==> src/rtl/display_pkg.sv <==
`default_nettype none
// ============================================================================
//  Module   : display_pkg
//  Purpose  : Shared state encoding, default timing constants and helpers for
//             the display arbiter and later display controllers.
//  Revision : 1.0 - initial release
// ============================================================================
package display_pkg;

    // Arbiter state encoding
    localparam logic [1:0] c_st_idle = 2'd0;
    localparam logic [1:0] c_st_show = 2'd1;
    localparam logic [1:0] c_st_gap  = 2'd2;

    // Default timing at 100 MHz: 1 s show time, 10 ms blank gap
    localparam int c_default_hold_cycles  = 100_000_000;
    localparam int c_default_blank_cycles = 1_000_000;

    // Larger of two integers, used when sizing shared counters
    function automatic int max_int(input int a, input int b);
        return (a > b) ? a : b;
    endfunction

endpackage
`default_nettype wire

==> src/rtl/rr_picker.sv <==
`default_nettype none
// ============================================================================
//  Module   : rr_picker
//  Purpose  : Combinational round-robin search. Scans req starting at index
//             'start' and wrapping; returns the first hit one-hot plus valid.
//  Revision : 1.0 - initial release
// ============================================================================
module rr_picker #(
    parameter int NREQ = 3,
    parameter int PTRW = 2
) (
    input  logic [NREQ-1:0] req,
    input  logic [PTRW-1:0] start,
    output logic [NREQ-1:0] pick,
    output logic            valid
);

    int w_idx;

    // Walk the requesters from 'start' onward, keep the first one found
    always_comb begin
        pick  = '0;
        valid = 1'b0;
        w_idx = 0;
        for (int k = 0; k < NREQ; k++) begin
            w_idx = int'(start) + k;
            // start is always < NREQ in use; a second fold keeps it safe anyway
            if (w_idx >= NREQ) w_idx = w_idx - NREQ;
            if (w_idx >= NREQ) w_idx = w_idx - NREQ;
            if (!valid && req[w_idx[PTRW-1:0]]) begin
                pick[w_idx[PTRW-1:0]] = 1'b1;
                valid                 = 1'b1;
            end
        end
    end

endmodule
`default_nettype wire

==> src/rtl/display_arbiter.sv <==
`default_nettype none
// ============================================================================
//  Module   : display_arbiter
//  Purpose  : Round-robin arbitration of several requesters for one numeric
//             display. Each grant is held for HOLD_CYCLES, and a blank gap of
//             BLANK_CYCLES separates different owners.
//  Revision : 1.0 - initial release
// ============================================================================
module display_arbiter
    import display_pkg::*;
#(
    parameter int N            = 14,
    parameter int NREQ         = 3,
    parameter int HOLD_CYCLES  = c_default_hold_cycles,
    parameter int BLANK_CYCLES = c_default_blank_cycles
) (
    input  logic                clk,
    input  logic                rst_n,
    input  logic [NREQ-1:0]     req,
    input  logic [NREQ*N-1:0]   val_in,
    output logic [NREQ-1:0]     grant,
    output logic [N-1:0]        disp_value,
    output logic                disp_blank
);

    localparam int c_ptrw = $clog2(NREQ);
    localparam int c_cw   = $clog2(max_int(HOLD_CYCLES, BLANK_CYCLES) + 1);

    // Counters run down to zero, so loads are "cycles minus one"
    localparam logic [c_cw-1:0]   c_hold_load  = c_cw'(HOLD_CYCLES - 1);
    localparam logic [c_cw-1:0]   c_blank_load = c_cw'(BLANK_CYCLES - 1);
    localparam logic [c_cw-1:0]   c_cnt_one    = c_cw'(1);
    localparam logic [c_ptrw-1:0] c_last_idx   = c_ptrw'(NREQ - 1);
    localparam logic [c_ptrw-1:0] c_ptr_one    = c_ptrw'(1);

    logic [1:0]        r_state;
    logic [c_cw-1:0]   r_cnt;
    logic [c_ptrw-1:0] r_ptr;
    logic [c_ptrw-1:0] r_owner;

    logic [1:0]        w_next_state;
    logic              w_take;
    logic              w_restart;
    logic [NREQ-1:0]   w_pick;
    logic              w_pick_valid;
    logic [c_ptrw-1:0] w_pick_idx;
    logic [c_ptrw-1:0] w_sel_idx;
    logic              w_owner_req;
    logic              w_other_req;
    logic              w_cnt_zero;
    logic [N-1:0]      w_vals [NREQ];

    // Split the packed value bus into one word per requester
    for (genvar gi = 0; gi < NREQ; gi++) begin : g_unpack
        assign w_vals[gi] = val_in[gi*N +: N];
    end

    rr_picker #(
        .NREQ (NREQ),
        .PTRW (c_ptrw)
    ) u_rr_picker (
        .req   (req),
        .start (r_ptr),
        .pick  (w_pick),
        .valid (w_pick_valid)
    );

    // grant is the registered owner one-hot, so it masks the owner out here
    assign w_owner_req = req[r_owner];
    assign w_other_req = |(req & ~grant);
    assign w_cnt_zero  = (r_cnt == '0);
    assign w_sel_idx   = w_take ? w_pick_idx : r_owner;

    // Encode the picker's one-hot result as an index
    always_comb begin
        w_pick_idx = '0;
        for (int i = 0; i < NREQ; i++) begin
            if (w_pick[i]) w_pick_idx = c_ptrw'(i);
        end
    end

    // Next-state decision: w_take starts a fresh grant, w_restart re-arms SHOW
    always_comb begin
        w_next_state = r_state;
        w_take       = 1'b0;
        w_restart    = 1'b0;
        case (r_state)
            c_st_idle: begin
                if (w_pick_valid) begin
                    w_next_state = c_st_show;
                    w_take       = 1'b1;
                end
            end
            c_st_show: begin
                // Leave early when the owner lets go, otherwise decide at expiry
                if (!w_owner_req || w_cnt_zero) begin
                    if (w_other_req) begin
                        w_next_state = c_st_gap;
                    end else if (w_owner_req) begin
                        w_restart = 1'b1;
                    end else begin
                        w_next_state = c_st_idle;
                    end
                end
            end
            c_st_gap: begin
                // Requests are only looked at once the gap has fully elapsed
                if (w_cnt_zero) begin
                    if (w_pick_valid) begin
                        w_next_state = c_st_show;
                        w_take       = 1'b1;
                    end else begin
                        w_next_state = c_st_idle;
                    end
                end
            end
            default: w_next_state = c_st_idle;
        endcase
    end

    // State, hold/blank counter, owner and round-robin pointer
    always_ff @(posedge clk or negedge rst_n) begin
        if (!rst_n) begin
            r_state <= c_st_idle;
            r_cnt   <= '0;
            r_ptr   <= '0;
            r_owner <= '0;
        end else begin
            r_state <= w_next_state;
            if (w_take || w_restart) begin
                r_cnt <= c_hold_load;
            end else if (w_next_state == c_st_gap && r_state == c_st_show) begin
                r_cnt <= c_blank_load;
            end else if (w_next_state == c_st_idle) begin
                r_cnt <= '0;
            end else begin
                r_cnt <= r_cnt - c_cnt_one;
            end
            if (w_take) begin
                r_owner <= w_pick_idx;
                r_ptr   <= (w_pick_idx == c_last_idx) ? '0 : w_pick_idx + c_ptr_one;
            end
        end
    end

    // Registered display outputs; the value follows the owner live during SHOW
    always_ff @(posedge clk or negedge rst_n) begin
        if (!rst_n) begin
            grant      <= '0;
            disp_value <= '0;
            disp_blank <= 1'b1;
        end else if (w_next_state == c_st_show) begin
            if (w_take) grant <= w_pick;
            disp_blank <= 1'b0;
            disp_value <= w_vals[w_sel_idx];
        end else begin
            grant      <= '0;
            disp_blank <= 1'b1;
        end
    end

endmodule
`default_nettype wire

==> config.mk <==
export PLATFORM = sky130hd
export DESIGN_NAME = display_arbiter
export DESIGN_NICKNAME = d
export VERILOG_FILES = /design/src/rtl/display_pkg.sv /design/src/rtl/rr_picker.sv /design/src/rtl/display_arbiter.sv
export SDC_FILE = /design/constraint.sdc
export NUM_CORES = 1
export LEC_CHECK = 0
export BUFFER_PORTS_ARGS = -buffer_cell sky130_fd_sc_hd__buf_4
export CAP_MARGIN = 20
export CORE_AREA = 2 2 79 81
export CTS_CLUSTER_SIZE = 12
export DETAILED_ROUTE_END_ITERATION = 8
export DIE_AREA = 0 0 81 83
export PLACE_DENSITY = 0.75
export SLEW_MARGIN = 20
export SYNTH_ARGS = -nofsm -noshare
export SYNTH_HDL_FRONTEND = slang
export SYNTH_HIERARCHICAL = 1
export SYNTH_SLANG_ARGS = --single-unit
==> constraint.sdc <==
create_clock -name clk -period 3.77 [get_ports clk]
set_clock_uncertainty 0.15 [all_clocks]
set_input_delay 0.377 -clock clk [delete_from_list [all_inputs] [get_ports clk]]
set_output_delay 0.377 -clock clk [all_outputs]
set_load 0.005 [all_outputs]
# [After elaboration in Yosys (flattened, before gate mapping)]
# Index checks and enable logic that the tools add are counted.
[totals] regBits=51 inputBits=47 output_inout_bits=18 wordCells=110
[op_classes] n_addsub=10 magnitude_cmp=14 eq_ne=6 n_mux=53 bitwise=5 reduce_logical=15
[op_table] operator="32-bit by 3-bit greater-or-equal comparator with 1-bit output, second input constant" count=5
[op_table] operator="32-bit two-way mux" count=3
[op_table] operator="27-bit two-way mux" count=3
[op_table] operator="32-bit by 3-bit subtractor with 32-bit output, second input constant" count=2
[op_table] operator="14-bit binary-select mux with 2-bit select" count=1
[op_table] operator="14-bit two-way mux" count=2
[op_table] operator="27-bit zero test" count=1
[op_table] operator="27-bit by 1-bit subtractor with 27-bit output, second input constant" count=1
[op_table] operator="2-bit two-way mux" count=11
[op_table] operator="1-bit two-way mux" count=19
[op_table] operator="3-bit two-way mux" count=5
[op_table] operator="2-bit by 3-bit less-than comparator with 1-bit output, second input constant" count=4
[op_table] operator="1-bit binary-select mux with 2-bit select" count=4
[op_table] operator="1-bit demux with 2-bit select" count=3
[op_table] operator="2-bit == test, second input constant" count=3
[op_table] operator="2-bit by 1-bit greater-or-equal comparator with 1-bit output, second input constant" count=3
[op_table] operator="1-bit logical AND" count=6
[op_table] operator="3-bit OR" count=2
[op_table] operator="2-bit one-hot mux with 3 select lines" count=1
[op_table] operator="2-bit by 1-bit subtractor with 2-bit output, second input constant" count=3
[op_table] operator="2-bit by 1-bit == test with 1-bit output, second input constant" count=2
[op_table] operator="2-bit zero test" count=2
[op_table] operator="2-bit by 1-bit adder with 3-bit output, second input constant" count=1
[op_table] operator="2-bit by 2-bit adder with 3-bit output, second input constant" count=1
[op_table] operator="12 further kinds" count=15

# [Logic depth before layout (Yosys ltp)]
# Gate-level depths: netlist of run 1.
[depth] depth_word=21 ltp_mapped=13 ltp_nobuf=11

# [Hierarchy]
# The synthesis of run 1 kept the hierarchy.
[modules_own_cells] mod="display_arbiter" instances=1 cells_each=246 area_each_um2=2533.7 seq_area_each_um2=1277.5
[modules_own_cells] mod="rr_picker" instances=1 cells_each=38 area_each_um2=271.5 seq_area_each_um2=0.0

# [Least setup slack after synthesis of run 1]
# Ideal clock, no wire load.
[synth_timing] path_type="register to register" from="register r_cnt[16]" to="register disp_value[10]" setup_ps=133 t_arrival_ps=3240 required_ps=3487 slack_ps=247 stages_incl_launch_ff=10 path_buffers=2 synth_period_minus_slack_ps=3523 path_cell_list="dfrtp_1 > or4_4 > or4_1 > or4_1 > buf_2 > a21oi_4 > mux2i_2 > buf_6 > mux2i_1 > o21ai_0"
[synth_via] elab_chain_len=8 elab_cells_between_ends=13 cone_classes="1 x eq/ne; 9 x mux; 1 x bitwise; 2 x reduce/logical"
[synth_rtl] item="start: declaration" line_no="display_arbiter.sv:37" text="logic [c_cw-1:0] r_cnt;"
[synth_rtl] item="start signal: assignment" line_no="display_arbiter.sv:131" text="r_cnt <= c_hold_load;"
[synth_rtl] item="start signal: assignment" line_no="display_arbiter.sv:133" text="r_cnt <= c_blank_load;"
[synth_rtl] item="start signal: assignment" line_no="display_arbiter.sv:137" text="r_cnt <= r_cnt - c_cnt_one;"
[synth_rtl] item="27-bit zero test *" line_no="display_arbiter.sv:71" text="assign w_cnt_zero = (r_cnt == '0);"
[synth_rtl] item="1-bit two-way mux" line_no="display_arbiter.sv:108" text="if (w_cnt_zero) begin"
[synth_rtl] item="1-bit one-hot mux with 2 select lines" line_no="display_arbiter.sv:87" text="case (r_state)"
[synth_rtl] item="2-bit two-way mux"
[synth_rtl] item="2-bit inverter with 3-bit output (not written as such)" line_no="display_arbiter.sv:155" text="disp_value <= w_vals[w_sel_idx];"
[synth_rtl] item="14-bit binary-select mux with 2-bit select" line_no="display_arbiter.sv:155"
[synth_rtl] item="14-bit two-way mux (not written as such) (2 in series)" line_no="display_arbiter.sv:155"
[synth_rtl] item="end signal: assignment" line_no="display_arbiter.sv:155"
[synth_rtl] item="end: declaration" line_no="display_arbiter.sv:22" text="output logic [N-1:0] disp_value,"
# Mark *: on every way between the ends. The rest lies on a longest branch, timed or not. The select of a mux whose other input is x is not followed.
# A chain may end at the register's enable or synchronous reset.

# [Worst setup path in the final report of run 1]
[layout_timing] from="register r_cnt[16]" to="register disp_value[12]"
# Same word-level chain as after synthesis.

==> impl_summary.txt, run 1 <==
----------------------------------------------------
[Outcome]
  Outcome ... finished, final reports clean

[Global route]
  Total Routing Usage GR ... 19.8%
  Pin count of the biggest net entering global routing ... 52
  Number of antenna violations at the first check in global routing ... 0
  Wire length of the first global-routing pass ... 10800 um
  Vias in the first global route ... 2363
  Global-route congestion overflow total ... 0

[Timing]
  Pin slew with the least headroom to its limit ... about 0.82 ns
  RSZ-0062 raised after global routing ... no
  Final clock period utilization by the worst path ... a little over nine tenths
  Finish-stage setup viols ... 0
  Final Hold Vio Count ... 0
  Post-layout worst setup margin ... approximately 0.2 ns
  Fmax achieved ... 280 MHz
  Remaining max-slew budget at the tightest pin ... 45.3%
  Pins Over Slew Limit ... 0
  Shortest clock period the worst path allows after layout ... 3.57 ns
  Summed negative setup slack over all endpoints ... 0 ns

[Placement]
  Half-perimeter wire length after detailed placement ... roughly 4600 um
  Weighted congestion reported at the end of routability-driven placement ... roughly 0.84
  Worst slack after detailed placement ... 0.222 ns
  Port buffer count ... 64

[Die]
  Starting utilization of the core area ... roughly 48%
  Number of top-level pins ... 65
  Die Y ... 83 um
  Area of the die ... 0.00672 sq mm
  Row Count ... 28
  Core region area ... 0.00582 sq mm
  Die width ... 81 um

[Detailed routing]
  Post-DR wirelength/cell ... about 14 um
  Via count normalized by instance count ... about 5.4
  Drt initial violations ... about 90
  Count of TritonRoute iterations in the first routing pass ... 4
  Detail Route Antenna Nets ... 0
  WL final ... about 6000 um
  Number of vias after detailed routing ... approximately 2.3k
  Number of DRC violations after detailed routing ... 0

[Critical path]
  Family of cells with the greatest summed delay on the critical path ... simple AND/OR/NAND/NOR gates
  Buffers and inverters on the worst path ... 1
  Max stage delay on crit path ... approximately 0.66 ns
  Most frequent cell on the critical path ... or4_1
  Worst path arrival time ... between 3 and 4 ns
  Element type at the critical path start ... flop
  Master of the slowest instance on the critical path ... or4_1
  Crit Path Category ... reg -> reg
  Required arrival time at the worst endpoint ... 3.84 ns
  Crit-path max FO ... 14
  Category of the worst setup path capture point ... flop
  Critical path, cell by cell ... or4_4 -> or4_1 -> or4_1 -> a21oi_4 -> buf_4 -> a22o_1 -> a22oi_1 -> o21ai_0

[Clock tree]
  TritonCTS clock tree ... built
  H-tree lvl count ... 2
  Cts bufs inserted ... 5
  Largest buffer count on any clock path ... 2
  Clock transition at the registers of the reported paths ... 0.10 ns
  CTS Root Buffer Type ... clkbuf_8
  CTS Sinks ... 51
  Clock latency at the later pin of the worst-skew pair ... 0.31 ns

[Finish]
  Antenna diode count ... 0
  Share of cells above drive strength 1 ... about a quarter
  Synth-to-Final Area Change ... 25.2%
  Layout net count ... 410
  Core utilization of the finished layout ... between 60% and 70%

[Pwr]
  Power density cells ... between 800 and 900 mW/mm^2
  Sum of internal, switching and leakage power ... just under 3 mW
  Leakage power ... about 1.6 nW
  Worst voltage drop across the vdd grid ... 0.475 mV

[Synth]
  Top post-synthesis cells by area ... dfrtp_1 45%, o21ai_0 7.7%, mux2i_1 6.4%
  Mapped Area ... 0.00281 sq mm
  Count of state elements after synthesis ... 51
  Syn_nets ... ~340
  Cell count after synthesis ... 284
  Number of warning messages in the yosys log ... 6
  Sequential-to-total area share from yosys stat ... a little under half
  Mean post-synth cell area ... just under 10 sq um
  Cell accounting for the most synthesized area ... dfrtp_1
  Main synth FF type ... dfrtp_1
  Fraction of registers with async set or reset after synthesis ... 100%
  Number of synthesized flops with an enable pin ... 0
  Number of distinct library cells after synthesis ... 45
  Area share of the leading cell type in the synthesized netlist ... roughly 45%

[Run]
  Reported max-cap violation count ... 0

[Worst hold path]
  Worst min-delay path class ... in -> reg

----------------------------------------------------
==> registers in the layout (all words and copies together) (netlist names) <==
register    cells
r_ptr           2
disp_blank      1
grant           3
r_cnt          27
disp_value     14
r_owner         2
r_state         2
==> per-stage QoR <==
stage          std cells  hold slack [ns]  instance area (sq um)
2_1_floorplan        284          -0.0686                   2810
3_3_place_gp         424            0.289                   3410
3_5_place_dp         424            0.294                   3410
4_1_cts              433            0.131                   3510
5_1_grt              433            0.134                   3510
6_report             433            0.133                   3510
==> synthesized netlist by cell type, types with 2 or more instances <==
| cell type | count |
|---|---|
| o21ai_0 | 43 |
| a2bb2oi_1 | 2 |
| dfrtp_1 | 50 |
| nor4_1 | 3 |
| nor2_1 | 19 |
| mux2i_1 | 18 |
| clkbuf_1 | 3 |
| or3_1 | 5 |
| xnor2_1 | 19 |
| a22o_1 | 3 |
| nand2b_1 | 7 |
| buf_6 | 2 |
| inv_1 | 12 |
| a21oi_1 | 7 |
| a22oi_1 | 15 |
| nor3_1 | 8 |
| buf_2 | 2 |
| nand2_1 | 16 |
| or2_2 | 3 |
| ha_1 | 6 |
| nand3b_1 | 5 |
| or4_1 | 4 |
| xor2_1 | 6 |
| nor2b_1 | 3 |
| nand3_1 | 2 |
| buf_4 | 2 |
==> power breakdown <==
group / switching (mW) / total, mW / internal (mW)
registers: 0.206 / 1.01 / 0.807
logic: 0.806 / 1.55 / 0.743
clock network: 0.193 / 0.330 / 0.137
==> cell families after synthesis <==
group	after synthesis	synth area share, %
adders and majority gates	6	2.68
xor gates and xnor gates	25	7.81
muxes	20	7.31
buffers and inverters	21	3.70
AOI/OAI and AO/OA	78	17.0
DFF	51	45.5
and+or+nand+nor	83	15.9
==> repair_timing <==
item / 4_1_cts / 5_1_grt
resized for setup: 0 / 0
hold buffers: 1 / 0
buffers inserted: 0 / 0
hold endpoints to repair: 50 / 0
==> cell type report <==
class | count | area [sq um]
clock buffer | 5 | 68.8
clock inverter | 3 | 26.3
fill | 513 | 2300
inverter | 12 | 45.0
multi-input combinational | 212 | 1420
sequential | 51 | 1280
tap | 75 | 93.8
timing repair buffer | 75 | 578
==> worst register-to-register path, stage by stage (launching register included) <==
cell and delay [ns]:
dfrtp_1 0.44, or4_4 0.58, or4_1 0.52, or4_1 0.66
a21oi_4 0.23, buf_4 0.18, a22o_1 0.49, a22oi_1 0.12
o21ai_0 0.12
==> metal layers <==
metal / vias up / GRT usage, % / wire (um)
li1: 1165 / - / -
met1: 1102 / 27.5 / 2860
met2: 69 / 31.4 / 2800
met3: 6 / 4.89 / 379
met4: 0 / 3.70 / 52
met5: - / 0 / 0
==> cells in the final DEF, fill, tap and decap left out, types with 6 or more instances in the layout <==
| cell | instances |
|---|---|
| a21oi_1 | 7 |
| a22oi_1 | 15 |
| buf_4 | 73 |
| dfrtp_1 | 50 |
| ha_1 | 6 |
| inv_1 | 12 |
| mux2i_1 | 18 |
| nand2_1 | 16 |
| nand2b_1 | 7 |
| nor2_1 | 19 |
| nor3_1 | 8 |
| o21ai_0 | 43 |
| xnor2_1 | 19 |
| xor2_1 | 6 |
==> path summary, 6_finish.rpt <==
kind	slack [ns]	cells after the start	end	from
min in group asynchronous	0.47	2	r_cnt[24]	rst_n
min reg2reg	0.38	2	grant[2]	grant[2]
min	0.13	3	disp_value[6]	val_in[34]
max reg2reg	0.20	8	disp_value[12]	r_cnt[16]
max	0.20	8	disp_value[12]	r_cnt[16]
max in group asynchronous	2.58	2	r_owner[1]	rst_n
No activity file was read; power rests on OpenSTA's default activity.
==> inputs of run 2 (changes only) <==
Settings changed: CORE_AREA 2 2 79 81 to 2 2 75 77, DIE_AREA 0 0 81 83 to 0 0 77 79, PLACE_DENSITY 0.75 to 0.79.
Clock period 3.77 ns to 4.5 ns, I/O delays scaled along.
==> run 2 against run 1 <==
Critical path depth decreased by 1. Via count decreased by 0.85%. First-iteration DRC count is 51% higher. Non-clock buffer count decreased by 8. Global-route usage rose by 0.96 points. Fmax is 2.3% lower. Worst setup slack improved by 0.65 ns. Sequential share of layout area up 0.83 points. Die area down 9.5%. Clock-buffer cell count increased by 2. Power decreased by 20%. Largest cell class unchanged.
==> impl_summary.txt, run 2 (synthesis gave the netlist of run 1 again) <==
----------------------------------------------------
[Run]
  Reported max-cap violation count ... 0

[Detailed routing]
  Drt initial violations ... 133
  Number of vias after detailed routing ... between 2k and 2.5k
  Count of TritonRoute iterations in the first routing pass ... 4
  Post-DR wirelength/cell ... roughly 14 um
  Detail Route Antenna Nets ... 0
  Via count normalized by instance count ... about 5.5
  Number of DRC violations after detailed routing ... 0
  WL final ... 6090 um

[Timing]
  Summed negative setup slack over all endpoints ... 0 ns
  Shortest clock period the worst path allows after layout ... about 3.7 ns
  Pins Over Slew Limit ... 0
  Pin slew with the least headroom to its limit ... ~0.84 ns
  Remaining max-slew budget at the tightest pin ... between 40% and 50%
  Final Hold Vio Count ... 0
  Fmax achieved ... approximately 270 MHz
  Finish-stage setup viols ... 0
  Final clock period utilization by the worst path ... 81.3%
  Post-layout worst setup margin ... around 0.84 ns
  RSZ-0062 raised after global routing ... no

[Clock tree]
  CTS Root Buffer Type ... clkbuf_8
  Clock transition at the registers of the reported paths ... around 0.090 ns
  Cts bufs inserted ... 5
  CTS Sinks ... 51
  Count of hold-fix buffers inserted at cts ... 0
  Clock latency at the later pin of the worst-skew pair ... ~0.30 ns
  Largest buffer count on any clock path ... 2
  Resized cells post-CTS ... 0
  H-tree lvl count ... 2
  TritonCTS clock tree ... built
  Number of buffers inserted to repair setup after CTS ... 0

[Critical path]
  Max stage delay on crit path ... roughly 0.66 ns
  Category of the worst setup path capture point ... flop
  Element type at the critical path start ... flop
  Crit-path max FO ... 11
  Worst setup path startpoint ... r_cnt[16]
  Most frequent cell on the critical path ... or4_1
  Required arrival time at the worst endpoint ... between 4 and 5 ns
  Beginning of the worst register-to-register path ... r_cnt[16]
  Worst path arrival time ... 3.70 ns
  Critical path, cell by cell ... or4_4 -> or4_1 -> or4_1 -> a21oi_1 -> a2bb2oi_1 -> nand2b_1 -> nor2_1
  Crit Path Category ... reg -> reg
  R2r setup slk ... approximately 0.84 ns
  Master of the slowest instance on the critical path ... or4_1

[Finish]
  Largest regs ... r_cnt x27, disp_value x14, grant x3
  Biggest register ... r_cnt
  Leading cell types in the layout, fill and taps excluded ... 67 x buf_4, 50 x dfrtp_1, 43 x o21ai_0, 19 x nor2_1, 19 x xnor2_1
  Layout net count ... 402
  Antenna diode count ... 0
  Number of fill cells ... roughly 480
  Largest register FFs ... 27
  Share of cells above drive strength 1 ... 23.7%
  Commonest non-fill, non-tap cell in the layout ... buf_4
  Synth-to-Final Area Change ... 22.4%

[Die]
  Starting utilization of the core area ... between 50 and 60%
  Die width ... between 70 and 80 um
  Number of top-level pins ... 65
  Area of the die ... between 0.006 and 0.007 sq mm
  Core region area ... between 0.005 and 0.006 sq mm
  Die Y ... 79 um
  Row Count ... 27

[Placement]
  Worst slack after detailed placement ... between 0.8 and 0.9 ns
  Half-perimeter wire length after detailed placement ... between 4000 and 5000 um
  Weighted congestion reported at the end of routability-driven placement ... 0.769
  Port buffer count ... 64

[Global route]
  Global-route congestion overflow total ... 0
  Total Routing Usage GR ... between 20% and 30%
  Vias in the first global route ... 2287
  Wire length of the first global-routing pass ... 10300 um
  Pin count of the biggest net entering global routing ... between 50 and 60
  Number of antenna violations at the first check in global routing ... 0

[Pwr]
  Leakage power ... between 1.5 and 2 nW
  Worst voltage drop across the vdd grid ... between 0.3 and 0.4 mV
  Power density cells ... ~680 mW/mm^2

[Outcome]
  Outcome ... finished, final reports clean

[Worst hold path]
  Worst min-delay path class ... in -> async

----------------------------------------------------
==> run 2: cell types whose count changed in the layout (fill, tap and decap cells not counted) <==
cell           before  now
buf_12              1    0
buf_4              73   67
clkbuf_1            0    1
clkbuf_8            5    6
dlygate4sd3_1       1    0
inv_6               2    0
==> run 2: cell type report <==
class / count / area [sq um] / share of cell area, %
Multi-Input combinational cell: 212 / 1420 / 41.5
Sequential cell: 51 / 1280 / 37.2
Timing Repair Buffer: 67 / 503 / 14.6
Tap cell: 72 / 90.1 / 2.62
Clock buffer: 7 / 86.3 / 2.51
Inverter: 12 / 45.0 / 1.31
Clock inverter: 1 / 8.76 / 0.255
==> run 2: worst max-delay path, delay by kind of cell (launching register included) <==
kind | cells | cell delay (ns)
simple gates | 5 | 2.09
compound gates | 2 | 0.87
flops | 1 | 0.44
==> run 2: worst paths after layout <==
check / endpoint / depth (start not counted)
setup / recovery: r_cnt[10] / 7
hold / removal: r_cnt[20] / 1
setup reg to reg: r_cnt[10] / 7
hold reg to reg: grant[2] / 2
max in group asynchronous: r_cnt[1] / 1
min in group clk: disp_value[6] / 3
==> run 2: power breakdown <==
group	switching, mW	internal [mW]	total [mW]
Sequential	0.168	0.677	0.844
Clock	0.151	0.126	0.278
Combinational	0.654	0.552	1.21
Total	0.973	1.35	2.33
==> run 2: metrics by stage <==
| stage | utilization [%] | hold WS [ns] | cells | power, mW | area, sq um |
|---|---|---|---|---|---|
| 6_report | 64.3 | 0.0142 | 422 | 2.33 | 3430 |
| 5_1_grt | 64.3 | 0.0515 | 422 | 2.52 | 3430 |
| 4_1_cts | 64.3 | 0.0351 | 422 | 2.33 | 3430 |
| 3_5_place_dp | 62.6 | 0.348 | 414 | 2.06 | 3340 |
| 3_3_place_gp | 62.6 | 0.352 | 414 | 2.02 | 3340 |
| 2_1_floorplan | - | 0.00441 | 284 | 1.68 | 2810 |
==> run 2: per-layer routing <==
layer	vias up	GRT usage, %	wire length [um]
met4	0	3.93	35
met5	-	0	0
met1	1108	27.6	2840
met2	68	34.9	2920
met3	5	5.23	295
li1	1141	-	-
==> inputs of run 3 (changes only) <==
Settings changed: CORE_AREA 2 2 75 77 to 2 2 76 78, DIE_AREA 0 0 77 79 to 0 0 78 80, PLACE_DENSITY 0.79 to 0.77.
Clock period 4.5 ns to 3.73 ns, I/O delays scaled along.
==> run 3 against run 2 <==
Register-to-register slack lost 0.61 ns. Clock power up 17%. Sequential power is 21% higher. Die area increased by 2.6%. Critical path depth did not move. First-iteration DRC count grew 1.5%. Via count up 2.0%. Worst setup slack worse by 0.61 ns. Final cell count increased by 1.7%. Sequential share of layout area fell by 0.70 points. Critical path type unchanged. Highest routed layer unchanged.
==> impl_summary.txt, run 3 (synthesis gave the netlist of run 1 again) <==
----------------------------------------------------
[Clock tree]
  Clock latency at the later pin of the worst-skew pair ... 0.31 ns
  Largest buffer count on any clock path ... 2
  Cts bufs inserted ... 5
  TritonCTS clock tree ... built
  CTS Sinks ... 51
  H-tree lvl count ... 2
  CTS Root Buffer Type ... clkbuf_8
  Clock transition at the registers of the reported paths ... 0.10 ns

[Critical path]
  Element type at the critical path start ... flop
  Required arrival time at the worst endpoint ... between 3 and 4 ns
  Critical path, cell by cell ... or4_4 -> or4_1 -> or4_1 -> o21a_1 -> a22o_1 -> a22oi_1 -> o21ai_0
  Crit-path max FO ... 14
  Beginning of the worst register-to-register path ... r_cnt[16]
  Worst R2R End ... disp_value[12]
  Crit Path Category ... reg -> reg
  Most frequent cell on the critical path ... or4_1
  Category of the worst setup path capture point ... flop
  R2r setup slk ... around 0.24 ns
  Number of cells on the worst reg-to-reg path ... 7
  Max stage delay on crit path ... ~0.65 ns
  Master of the slowest instance on the critical path ... or4_1
  Worst path arrival time ... about 3.5 ns

[Timing]
  Pin slew with the least headroom to its limit ... approximately 0.85 ns
  Shortest clock period the worst path allows after layout ... 3.49 ns
  Pins Over Slew Limit ... 0
  Remaining max-slew budget at the tightest pin ... between 40% and 50%
  Final Hold Vio Count ... 0
  Summed negative setup slack over all endpoints ... 0 ns
  RSZ-0062 raised after global routing ... no
  Final worst hold slack ... 0.136 ns
  Final clock period utilization by the worst path ... about 94%
  Finish-stage setup viols ... 0
  Fmax achieved ... about 290 MHz

[Die]
  Die Y ... ~80 um
  Area of the die ... approximately 0.0062 sq mm
  Die width ... slightly below 80 um
  Starting utilization of the core area ... ~52%
  Core region area ... between 0.005 and 0.006 sq mm
  Row Count ... 27
  Number of top-level pins ... 65

[Detailed routing]
  Via count normalized by instance count ... between 5 and 6
  Number of vias after detailed routing ... ~2.4k
  Detail Route Antenna Nets ... 0
  Number of DRC violations after detailed routing ... 0
  Count of TritonRoute iterations in the first routing pass ... 4
  Drt initial violations ... ~140
  Post-DR wirelength/cell ... 14.3 um
  WL final ... approximately 6000 um

[Finish]
  Largest register FFs ... 27
  Commonest non-fill, non-tap cell in the layout ... buf_4
  Core utilization of the finished layout ... ~65%
  Biggest register ... r_cnt
  Synth-to-Final Area Change ... 24.8%
  Share of cells above drive strength 1 ... between 20% and 30%
  Largest regs ... r_cnt x27, disp_value x14, grant x3
  Layout net count ... slightly above 400
  Leading cell types in the layout, fill and taps excluded ... 72 x buf_4, 50 x dfrtp_1, 43 x o21ai_0, 19 x nor2_1, 19 x xnor2_1
  Antenna diode count ... 0

[Global route]
  Global-route congestion overflow total ... 0
  Vias in the first global route ... 2401
  Wire length of the first global-routing pass ... about 11000 um
  Pin count of the biggest net entering global routing ... 52
  Number of antenna violations at the first check in global routing ... 0
  Total Routing Usage GR ... between 20% and 30%

[Worst hold path]
  Cell depth of the worst hold path ... 3
  Hold worst-path end ... disp_value[13]
  Worst min-delay path class ... in -> reg
  Source of the worst hold timing path ... val_in[41]

[Pwr]
  Sum of internal, switching and leakage power ... 2.90 mW
  Power density cells ... just over 800 mW/mm^2
  Worst voltage drop across the vdd grid ... between 0.4 and 0.5 mV
  Leakage power ... 1.60 nW

[Placement]
  Half-perimeter wire length after detailed placement ... 4640 um
  Port buffer count ... 64
  Weighted congestion reported at the end of routability-driven placement ... 0.855

[Outcome]
  Outcome ... finished, final reports clean

[Run]
  Reported max-cap violation count ... 0

----------------------------------------------------
[run 3: changes by cell type in the layout (fill, tap and decap cells not counted)]
cell / change
clkbuf_8: -1
buf_12: +1
buf_4: +5
clkinv_4: +1
dlygate4sd3_1: +1
clkbuf_1: -1
clkinvlp_4: +1
[run 3: final cells by class]
type                       instances  area, sq um
tap                               72         90.1
clock inverter                     3         25.0
sequential                        51         1280
timing repair buffer              74          571
multi-input combinational        212         1420
inverter                          12         45.0
fill                             455         1900
clock buffer                       5         68.8
[run 3: worst max-delay path: cells and delay by family, from the launching register on]
| kind | cells | cell delay [ns] |
|---|---|---|
| DFF | 1 | 0.43 |
| AOI/OAI and AO/OA | 4 | 1.06 |
| and+or+nand+nor | 3 | 1.74 |
[run 3: power by group]
part           switching, mW  internal [mW]  leakage (nW)
Sequential             0.201          0.816         0.622
Combinational          0.818          0.741         0.931
Clock                  0.190          0.134        0.0443
[run 3: how the worst max path moves through the flow]
stage               startpoint             end  slack, ns  cells after the start
floorplan            r_cnt[16]  disp_value[10]       0.21                      9
global placement     r_cnt[16]  disp_value[11]       0.31                      7
detailed placement   r_cnt[16]   disp_value[6]       0.26                      8
CTS                  r_cnt[16]  disp_value[12]       0.24                      7
global route          r_ptr[1]       r_cnt[17]      0.007                     12
finish               r_cnt[16]  disp_value[12]       0.24                      7
[run 3: layer usage]
| layer | up-vias | global-route usage, % | wire, um |
|---|---|---|---|
| li1 | 1160 | - | - |
| met1 | 1114 | 26.3 | 2690 |
| met2 | 87 | 37.2 | 2960 |
| met3 | 8 | 5.32 | 405 |
| met4 | 0 | 6.49 | 82 |
| met5 | - | 0 | 0 |
[run 3: stage by stage]
| stage | worst slack (ns) | area, sq um | std cells |
|---|---|---|---|
| after floorplan | 0.207 | 2810 | 284 |
| after global placement | 0.309 | 3400 | 420 |
| after detailed placement | 0.256 | 3400 | 420 |
| after CTS | 0.242 | 3500 | 429 |
| after global routing | 0.00729 | 3500 | 429 |
| final | 0.236 | 3500 | 429 |
[run 3: timing repair]
item / in CTS / in global routing
resized for setup: 0 / 0
buffers inserted: 0 / 0
hold buffers: 1 / 0
endpoints found under the hold margin: 50 / 0
